### src/rtl/my_pkg.sv
// Shared types for the I2C master slice: bus data types,
// master FSM states and quarter-bit phase encoding.
package my_pkg;

    typedef logic [7:0] byte_t;
    typedef logic [6:0] address_t;

    typedef logic [1:0] i2c_phase_t;

    typedef enum logic [3:0] {
        IDLE,
        START,
        ADDR,
        ADDR_ACK,
        WRITE,
        WRITE_ACK,
        READ,
        READ_NACK,
        STOP
    } i2c_mstate_t;

    localparam i2c_phase_t PH_SAMPLE = 2'd2;
    localparam i2c_phase_t PH_LAST   = 2'd3;
    localparam logic [2:0] BIT_MSB   = 3'd7;

    // States that walk the bit counter through a byte.
    function automatic logic is_byte_state(input i2c_mstate_t s);
        return (s == ADDR) || (s == WRITE) || (s == READ);
    endfunction

    // Slots in which the target owns SDA and its level is captured.
    function automatic logic is_ack_state(input i2c_mstate_t s);
        return (s == ADDR_ACK) || (s == WRITE_ACK);
    endfunction

endpackage

### src/rtl/i2c_phase_gen.sv
// Quarter-bit timing for the I2C master: divides clk into four
// phases per SCL bit and flags the phase ends and the sample point.
module i2c_phase_gen
    import my_pkg::*;
#(
    parameter int CLK_DIV = 4
) (
    input  logic       clk,
    input  logic       reset_n,
    input  logic       en,
    output i2c_phase_t ph,
    output logic       phase_tick,
    output logic       sample_en
);

    localparam int DW = (CLK_DIV > 1) ? $clog2(CLK_DIV) : 1;
    localparam logic [DW-1:0] DIV_LAST = DW'(CLK_DIV - 1);

    logic [DW-1:0] div;

    assign phase_tick = en && (div == DIV_LAST);
    assign sample_en  = phase_tick && (ph == PH_SAMPLE);

    // Counters park at zero while idle so every transaction
    // starts on a clean slot boundary.
    always_ff @(posedge clk or negedge reset_n) begin
        if (!reset_n) begin
            div <= '0;
            ph  <= '0;
        end else if (!en) begin
            div <= '0;
            ph  <= '0;
        end else if (phase_tick) begin
            div <= '0;
            ph  <= ph + 2'd1;
        end else begin
            div <= div + 1'b1;
        end
    end

endmodule

### src/rtl/i2c_master.sv
// Single-byte I2C initiator: START, address, one data byte
// (write or read), ACK handling and STOP on an open-drain bus.
module i2c_master
    import my_pkg::*;
#(
    parameter int CLK_DIV = 4
) (
    input  logic     clk,
    input  logic     reset_n,
    input  logic     start_req,
    input  logic     rw,
    input  address_t addr,
    input  byte_t    wdata,
    output byte_t    rdata,
    output logic     busy,
    output logic     done,
    output logic     ack_err,
    output logic     scl_out,
    output logic     sda_out,
    input  logic     sda_in
);

    i2c_mstate_t state;
    i2c_mstate_t state_nxt;

    i2c_phase_t  ph;
    logic        phase_tick;
    logic        sample_en;
    logic        slot_end;
    logic        accept;
    logic        last_bit;
    logic        entering;

    logic [2:0]  bit_cnt;
    byte_t       cmd_q;
    byte_t       wdata_q;
    byte_t       shreg;

    assign busy     = (state != IDLE);
    assign accept   = start_req && !busy;
    assign slot_end = phase_tick && (ph == PH_LAST);
    assign last_bit = (bit_cnt == 3'd0);
    assign entering = (state_nxt != state);

    i2c_phase_gen #(
        .CLK_DIV    (CLK_DIV)
    ) u_phase (
        .clk        (clk),
        .reset_n    (reset_n),
        .en         (busy),
        .ph         (ph),
        .phase_tick (phase_tick),
        .sample_en  (sample_en)
    );

    always_ff @(posedge clk or negedge reset_n) begin
        if (!reset_n) begin
            state <= IDLE;
        end else begin
            state <= state_nxt;
        end
    end

    // SCL is high in ph2/ph3 of every slot except the START
    // slot, where it stays released throughout.
    always_comb begin
        state_nxt = state;
        scl_out   = 1'b1;
        sda_out   = 1'b1;
        unique case (state)
            IDLE: begin
                if (accept) state_nxt = START;
            end
            START: begin
                sda_out = ~ph[1];
                if (slot_end) state_nxt = ADDR;
            end
            ADDR: begin
                scl_out = ph[1];
                sda_out = cmd_q[bit_cnt];
                if (slot_end && last_bit) state_nxt = ADDR_ACK;
            end
            ADDR_ACK: begin
                scl_out = ph[1];
                if (slot_end) begin
                    if (ack_err)       state_nxt = STOP;
                    else if (cmd_q[0]) state_nxt = READ;
                    else               state_nxt = WRITE;
                end
            end
            WRITE: begin
                scl_out = ph[1];
                sda_out = wdata_q[bit_cnt];
                if (slot_end && last_bit) state_nxt = WRITE_ACK;
            end
            WRITE_ACK: begin
                scl_out = ph[1];
                if (slot_end) state_nxt = STOP;
            end
            READ: begin
                scl_out = ph[1];
                if (slot_end && last_bit) state_nxt = READ_NACK;
            end
            READ_NACK: begin
                scl_out = ph[1];
                if (slot_end) state_nxt = STOP;
            end
            STOP: begin
                scl_out = ph[1];
                sda_out = (ph == PH_LAST);
                if (slot_end) state_nxt = IDLE;
            end
            default: begin
                state_nxt = IDLE;
            end
        endcase
    end

    always_ff @(posedge clk or negedge reset_n) begin
        if (!reset_n) begin
            cmd_q   <= '0;
            wdata_q <= '0;
        end else if (accept) begin
            cmd_q   <= {addr, rw};
            wdata_q <= wdata;
        end
    end

    always_ff @(posedge clk or negedge reset_n) begin
        if (!reset_n) begin
            bit_cnt <= '0;
        end else if (slot_end) begin
            if (entering && is_byte_state(state_nxt)) begin
                bit_cnt <= BIT_MSB;
            end else if (is_byte_state(state)) begin
                bit_cnt <= bit_cnt - 3'd1;
            end
        end
    end

    always_ff @(posedge clk or negedge reset_n) begin
        if (!reset_n) begin
            shreg <= '0;
        end else if (sample_en && (state == READ)) begin
            shreg <= {shreg[6:0], sda_in};
        end
    end

    // ack_err is sampled in ph2 so ADDR_ACK can branch on it
    // at the end of the same slot.
    always_ff @(posedge clk or negedge reset_n) begin
        if (!reset_n) begin
            ack_err <= 1'b0;
        end else if (accept) begin
            ack_err <= 1'b0;
        end else if (sample_en && is_ack_state(state) && sda_in) begin
            ack_err <= 1'b1;
        end
    end

    always_ff @(posedge clk or negedge reset_n) begin
        if (!reset_n) begin
            done  <= 1'b0;
            rdata <= '0;
        end else begin
            done <= 1'b0;
            if ((state == STOP) && slot_end) begin
                done <= 1'b1;
                if (cmd_q[0]) rdata <= shreg;
            end
        end
    end

endmodule
### config.mk
export PLATFORM = sky130hd
export DESIGN_NAME = i2c_master
export DESIGN_NICKNAME = d
export VERILOG_FILES = /design/src/rtl/my_pkg.sv /design/src/rtl/i2c_phase_gen.sv /design/src/rtl/i2c_master.sv
export SDC_FILE = /design/constraint.sdc
export NUM_CORES = 1
export LEC_CHECK = 0
export BUFFER_PORTS_ARGS = -buffer_cell sky130_fd_sc_hd__buf_2
export CORE_ASPECT_RATIO = 1.75
export CORE_MARGIN = 5
export CORE_UTILIZATION = 49
export DETAILED_ROUTE_END_ITERATION = 8
export PLACE_DENSITY = 0.73
export RECOVER_POWER = 50
export SLEW_MARGIN = 20
export SYNTH_ARGS = -nofsm -noshare
export SYNTH_HDL_FRONTEND = slang
export SYNTH_SLANG_ARGS = --single-unit
export TNS_END_PERCENT = 100
### constraint.sdc
create_clock -name clk -period 1.6 [get_ports clk]
set_input_delay 0.08 -clock clk [delete_from_list [all_inputs] [get_ports clk]]
set_output_delay 0.08 -clock clk [all_outputs]
set_load 0.005 [all_outputs]
## Yosys cells after proc, flatten, opt, wreduce, memory -nomap -nowiden

Cells that the tools add are included.

- Bits in registers: 45
- Word-level logic and storage cells: 82

- Bitwise logic cells: 1
- Add/subtract/negate cells: 3
- Equal/unequal tests: 16
- Mux-type cells: 26
- Reduce and logical (&&, ||, !) cells: 25
- Magnitude comparators: 1

Operators by type and width:

| cell | count |
|---|---|
| two-way mux 4 bit | 9 |
| case mux 4 bit (8 select lines) | 1 |
| == test 4 x 3 -> 1 bit, second input constant | 6 |
| == test 4 x 2 -> 1 bit, second input constant | 3 |
| logical AND 1 bit | 10 |
| two-way mux 2 bit | 5 |
| OR reduction 7 bit | 1 |
| binary-select mux 1 bit (select 3 bit) | 2 |
| == test 2 bit, second input constant | 3 |
| two-way mux 1 bit | 6 |
| two-way mux 3 bit | 2 |
| logical OR 1 bit | 5 |
| adder 2 x 1 -> 2 bit, second input constant | 2 |
| == test 4 x 1 -> 1 bit, second input constant | 1 |
| == test 4 bit, second input constant | 1 |
| logical NOT 4 bit | 1 |
| < comparator 3 x 4 -> 1 bit, second input constant | 1 |
| inequality test 4 bit | 1 |
| case mux 1 bit (4 select lines) | 1 |
| AND reduction 2 bit | 2 |
| nonzero test 2 bit | 2 |
| nonzero test 4 bit | 1 |
| logical NOT 3 bit | 1 |
| subtractor 3 x 1 -> 3 bit, second input constant | 1 |
| 4 further kinds | 4 |

## Longest topological paths before layout

- Word-level depth: 12
- Depth in mapped cells: 7
- Gate-level depth less buffers: 6

## Hierarchy

Synthesis repeated with hierarchy kept, for this count alone.

- Cells, all modules: 150
- Area, all modules: 2089.5 um^2

Modules (own cells, without submodules):

| module | cells each | seq. area each (um^2) | area an instance (um^2) | times used |
|---|---|---|---|---|
| i2c_master | 134 | 1026.0 | 1896.8 | 1 |
| i2c_phase_gen | 16 | 100.1 | 192.7 | 1 |

## Worst setup path before layout

OpenSTA, ideal clock, no wires.

- Kind: register to register
- Start: register state[1]
- End: register rdata[0]
- Path buffers: 0
- Required time: 1475 ps
- Slack: -11 ps
- Arrival: 1486 ps
- Stages on the path, launching flop included: 5
- Setup time: 125 ps
- Clock period less this slack: 1611 ps
- Cells stage by stage: dfrtp_1 or4b_4 nor2_4 nand2_4 mux2_4

- Word-level cells in the longest chain between the ends: 5
- Elaborated cells on any way between the ends: 6
- Classes of those cells: eq/ne: 1; reduce/logical: 5

Ends and longest elaborated chain:

| item | line | source |
|---|---|---|
| start: declaration | i2c_master.sv:23 | `i2c_mstate_t state;` |
| start signal: assignment | i2c_master.sv:60 | `state <= state_nxt;` |
| nonzero test 4 bit | i2c_master.sv:39 | `assign busy = (state != IDLE);` |
| logical AND 1 bit | i2c_phase_gen.sv:21 | `assign phase_tick = en && (div == DIV_LAST);` |
| logical AND 1 bit | i2c_master.sv:41 | `assign slot_end = phase_tick && (ph == PH_LAST);` |
| logical AND 1 bit (*) | i2c_master.sv:167 | `if ((state == STOP) && slot_end) begin` |
| AND reduction 2 bit (no line) (*) | -- |  |
| end signal: assignment | i2c_master.sv:169 | `if (cmd_q[0]) rdata <= shreg;` |
| end: declaration | i2c_master.sv:14 | `output byte_t rdata,` |

Mark *: on every way between the ends. The rest lies on a longest branch, timed or not.
A chain may end at the register's enable or synchronous reset.

## Worst setup path in the final report

- Start: register u_phase.ph[0]
- End: output sda_out

- Word-level cells in the longest chain between the ends: 2

Ends and longest elaborated chain:

| item | line | source |
|---|---|---|
| start: declaration | i2c_phase_gen.sv:11 | `output i2c_phase_t ph,` |
| start signal: assignment | i2c_phase_gen.sv:35 | `ph <= ph + 2'd1;` |
| == test 2 bit | i2c_master.sv:110 | `sda_out = (ph == PH_LAST);` |
| case mux 1 bit (4 select lines) | i2c_master.sv:70 | `unique case (state)` |
| end: declaration | i2c_master.sv:19 | `output logic sda_out,` |

No other way between the ends.

==> flow_metrics.tcl <==
set metrics [dict create \
    clock_latency_ps 290 \
    whs_ps 11.9 \
    p_leak_uw 0.00142 \
    clkTransAtPathRegs_ps 80 \
    grt-ovfl-total 0 \
    power_frac_clock 0.365 \
    crit_fanout 3 \
    ys.flop_type "dfrtp_1" \
    yosysTopAreaCell "dfrtp_1" \
    cpPeakStageDelay_ps 440 \
    routed_wl_microns 4730 \
    fin_crit_ps 1800 \
    dieArea_sq_um 5880 \
    worst_slew_pin_slew_ps 1090 \
    synth_top_area_frac 0.523 \
    irDropWorstVdd_v 0.000625 \
    postSynthCellCount 156 \
    final.setup.tns_ps -1550 \
    ys_seq_elements 45 \
    drc 0 \
    core_sq_um 4320 \
    stdcell_count 276 \
    yosys_warnings 0 \
    cts_buffers 5 \
    start_util 0.498 \
    yosys-top-cells-area "dfrtp_1, mux2_4, mux2_2" \
    synth_most_common_cell "dfrtp_1" \
    cap_viol_max_count 0 \
    internal_power_uw 1460 \
    synth_commonest_cells "dfrtp_1, mux2_4, mux2_2" \
    rows 32 \
    criticalPathCategory "reg2out" \
    grtUsageTotal 0.176 \
    io_buffers 32 \
    cts-root-buf "clkbuf_8" \
    worstPathArrival_ps 1720 \
    fin_ws_ps -201 \
    seq_area_frac_synth 0.523 \
    cts.path.max_buffers 2 \
    final_nets 249 \
    crit_chain "ha_4, buf_4, nor3_1, mux2i_1, o31a_1, buf_2" \
    total_power_uw 1870 \
    sw_frac_of_total 0.217 \
    n_antenna_cell 0 \
    violations "negative setup slack" \
    pwr-share-seq 0.607 \
    place_inst 257 \
    rsz0062_at_grt "true" \
    grt_pass1_wl_microns 7800 \
    hold_viol 0 \
    crit_required_ps 1520 \
    setup_viol 18 \
    cp-end-kind "output pin" \
    dp_slack_ps -46.3 \
    cts_max_level 2 \
    grt_max_degree 46 \
    switching_power_uw 406 \
    synth_area_sq_um 2150 \
    io_pins 33 \
    cts.sinks 45 \
    finalCritPeriodShare 1.13 \
    power_density_nw_per_um2 644 \
    final_layout_size_suffix_gt1_frac 0.591 \
    dp_hpwl_microns 3350 \
    die_x_microns 60.1 \
    fmax_mhz 555 \
    die_h_microns 97.7 \
    cp-start-kind "register" \
    status "finished, violations left" \
    antenna_left 0 \
    initialDrtViolationCount 26 \
    cp_slowest_cell "dfrtp_1" \
    cts_tree "done" \
    wire_per_inst_microns 17.1 \
    antenna_found_initial 0 \
    viasPerCell 5.42 \
    final-max-slew-violation-count 0 \
    grt_pass1_vias 1647 \
    via_count 1496 \
    synth_cell_types 36 \
    routabilityCongestion 0.810 \
    firstDrtPassIters 4 \
    slew_headroom 0.274 \
    async_flop_share 1.00 \
    syn_to_final_growth_pct 34.8 \
    syn-num-nets 181 \
    synth-edff-count 0 \
    hp-class "in2reg" \
    fin_skew_ps 8.02 \
    pwr-share-comb 0.028 \
    avgSynthCellArea_sq_um 13.8 \
]
==> kinds of logic (layout without fill, tap and decap cells) <==
| group | after synthesis | count (layout) | share of synthesized area |
|---|---|---|---|
| DFF | 45 | 45 | 0.523 |
| muxes | 39 | 39 | 0.245 |
| and+or+nand+nor | 37 | 39 | 0.114 |
| AOI/OAI and AO/OA | 17 | 17 | 0.0517 |
| buffers and inverters | 11 | 78 | 0.0290 |
| adders and majority gates | 5 | 5 | 0.0290 |
| xor gates and xnor gates | 2 | 2 | 0.00813 |
==> worst max-delay path, delay by kind of cell, from the launching register on <==
kind,cells,cell delay [ps]
mux,1,100
fa+ha+maj,1,190
compound gates,1,280
buf+inv,2,250
simple gates,1,170
flops,1,440
==> power groups by stage <==
stage                     clock, uW  sequential, uW  combinational, uW
after floorplan                   0            1160              0.909
after global placement            0            1160               46.4
after detailed placement          0            1160               48.7
after CTS                       700            1140               51.2
after global routing            754            1140               60.8
final                           682            1140               52.5
==> per-layer routing <==
metal | up-vias | wire length, microns | global-route usage
met2 | 43 | 2640 | 0.307
li1 | 698 | - | -
met1 | 743 | 1720 | 0.192
met3 | 12 | 255 | 0.0452
met5 | - | 0 | 0
met4 | 0 | 116 | 0.0734
==> placed cells by master (no fill, tap or decap), types with 2 or more instances in the layout <==
| cell type | synthesis | routed |
|---|---|---|
| xnor2_1 | 2 | 2 |
| ha_4 | 0 | 3 |
| nor3_1 | 4 | 4 |
| nand3_1 | 3 | 2 |
| mux4_2 | 3 | 3 |
| buf_2 | 5 | 31 |
| buf_4 | 0 | 23 |
| dfrtp_1 | 45 | 44 |
| clkbuf_1 | 0 | 2 |
| nor4_4 | 1 | 2 |
| ha_1 | 5 | 2 |
| clkbuf_8 | 0 | 5 |
| a21oi_1 | 6 | 6 |
| a211oi_1 | 3 | 3 |
| inv_1 | 4 | 3 |
| o31ai_1 | 2 | 2 |
| mux2_4 | 16 | 18 |
| buf_6 | 2 | 8 |
| nand2b_1 | 5 | 4 |
| nor2_1 | 7 | 4 |
| nor2_2 | 1 | 3 |
| nand2_2 | 1 | 3 |
| nor2_4 | 1 | 2 |
| nand2_8 | 0 | 3 |
| buf_12 | 0 | 2 |
| mux2_2 | 14 | 14 |
| mux2i_1 | 4 | 4 |
==> path summary, 6_finish.rpt <==
kind	from	endpoint	slack [ps]	cells past startpoint
setup / recovery	u_phase.ph[0]	sda_out	-200	6
hold / removal	addr[0]	cmd_q[1]	10	2
setup reg to reg	state[2]	rdata[0]	-150	5
hold reg to reg	u_phase.div[0]	u_phase.div[0]	500	1
max in group asynchronous	reset_n	bit_cnt[0]	260	3
min in group asynchronous	reset_n	shreg[0]	600	3
==> timing repair <==
item,in CTS,in global routing
gates cloned,1,1
pin swaps,2,9
setup buffers,4,5
setup endpoints to repair,32,40
gates resized for setup,8,32
hold buffers,1,0
endpoints found under the hold margin,45,0
==> state kept, by name, indices dropped and copies added (netlist names) <==
name	flops
wdata_q	8
shreg	8
ack_err	1
u_phase.ph	2
cmd_q	8
bit_cnt	3
rdata	8
u_phase.div	2
done	1
state	4
==> cell type report <==
class | instances | area (sq um)
Inverter | 4 | 15.0
Tap cell | 51 | 63.8
Clock inverter | 1 | 7.51
Sequential cell | 45 | 1130
Multi-Input combinational cell | 102 | 1140
Fill cell | 313 | 1420
Timing Repair Buffer | 66 | 473
Clock buffer | 7 | 76.3
==> stage by stage <==
stage          area, sq um   util
2_1_floorplan         2150      -
6_report              2910  0.672
3_5_place_dp          2530  0.585
5_1_grt               2910  0.672
4_1_cts               2690  0.621
3_3_place_gp          2530  0.585
No activity file was read; power rests on OpenSTA's default activity.
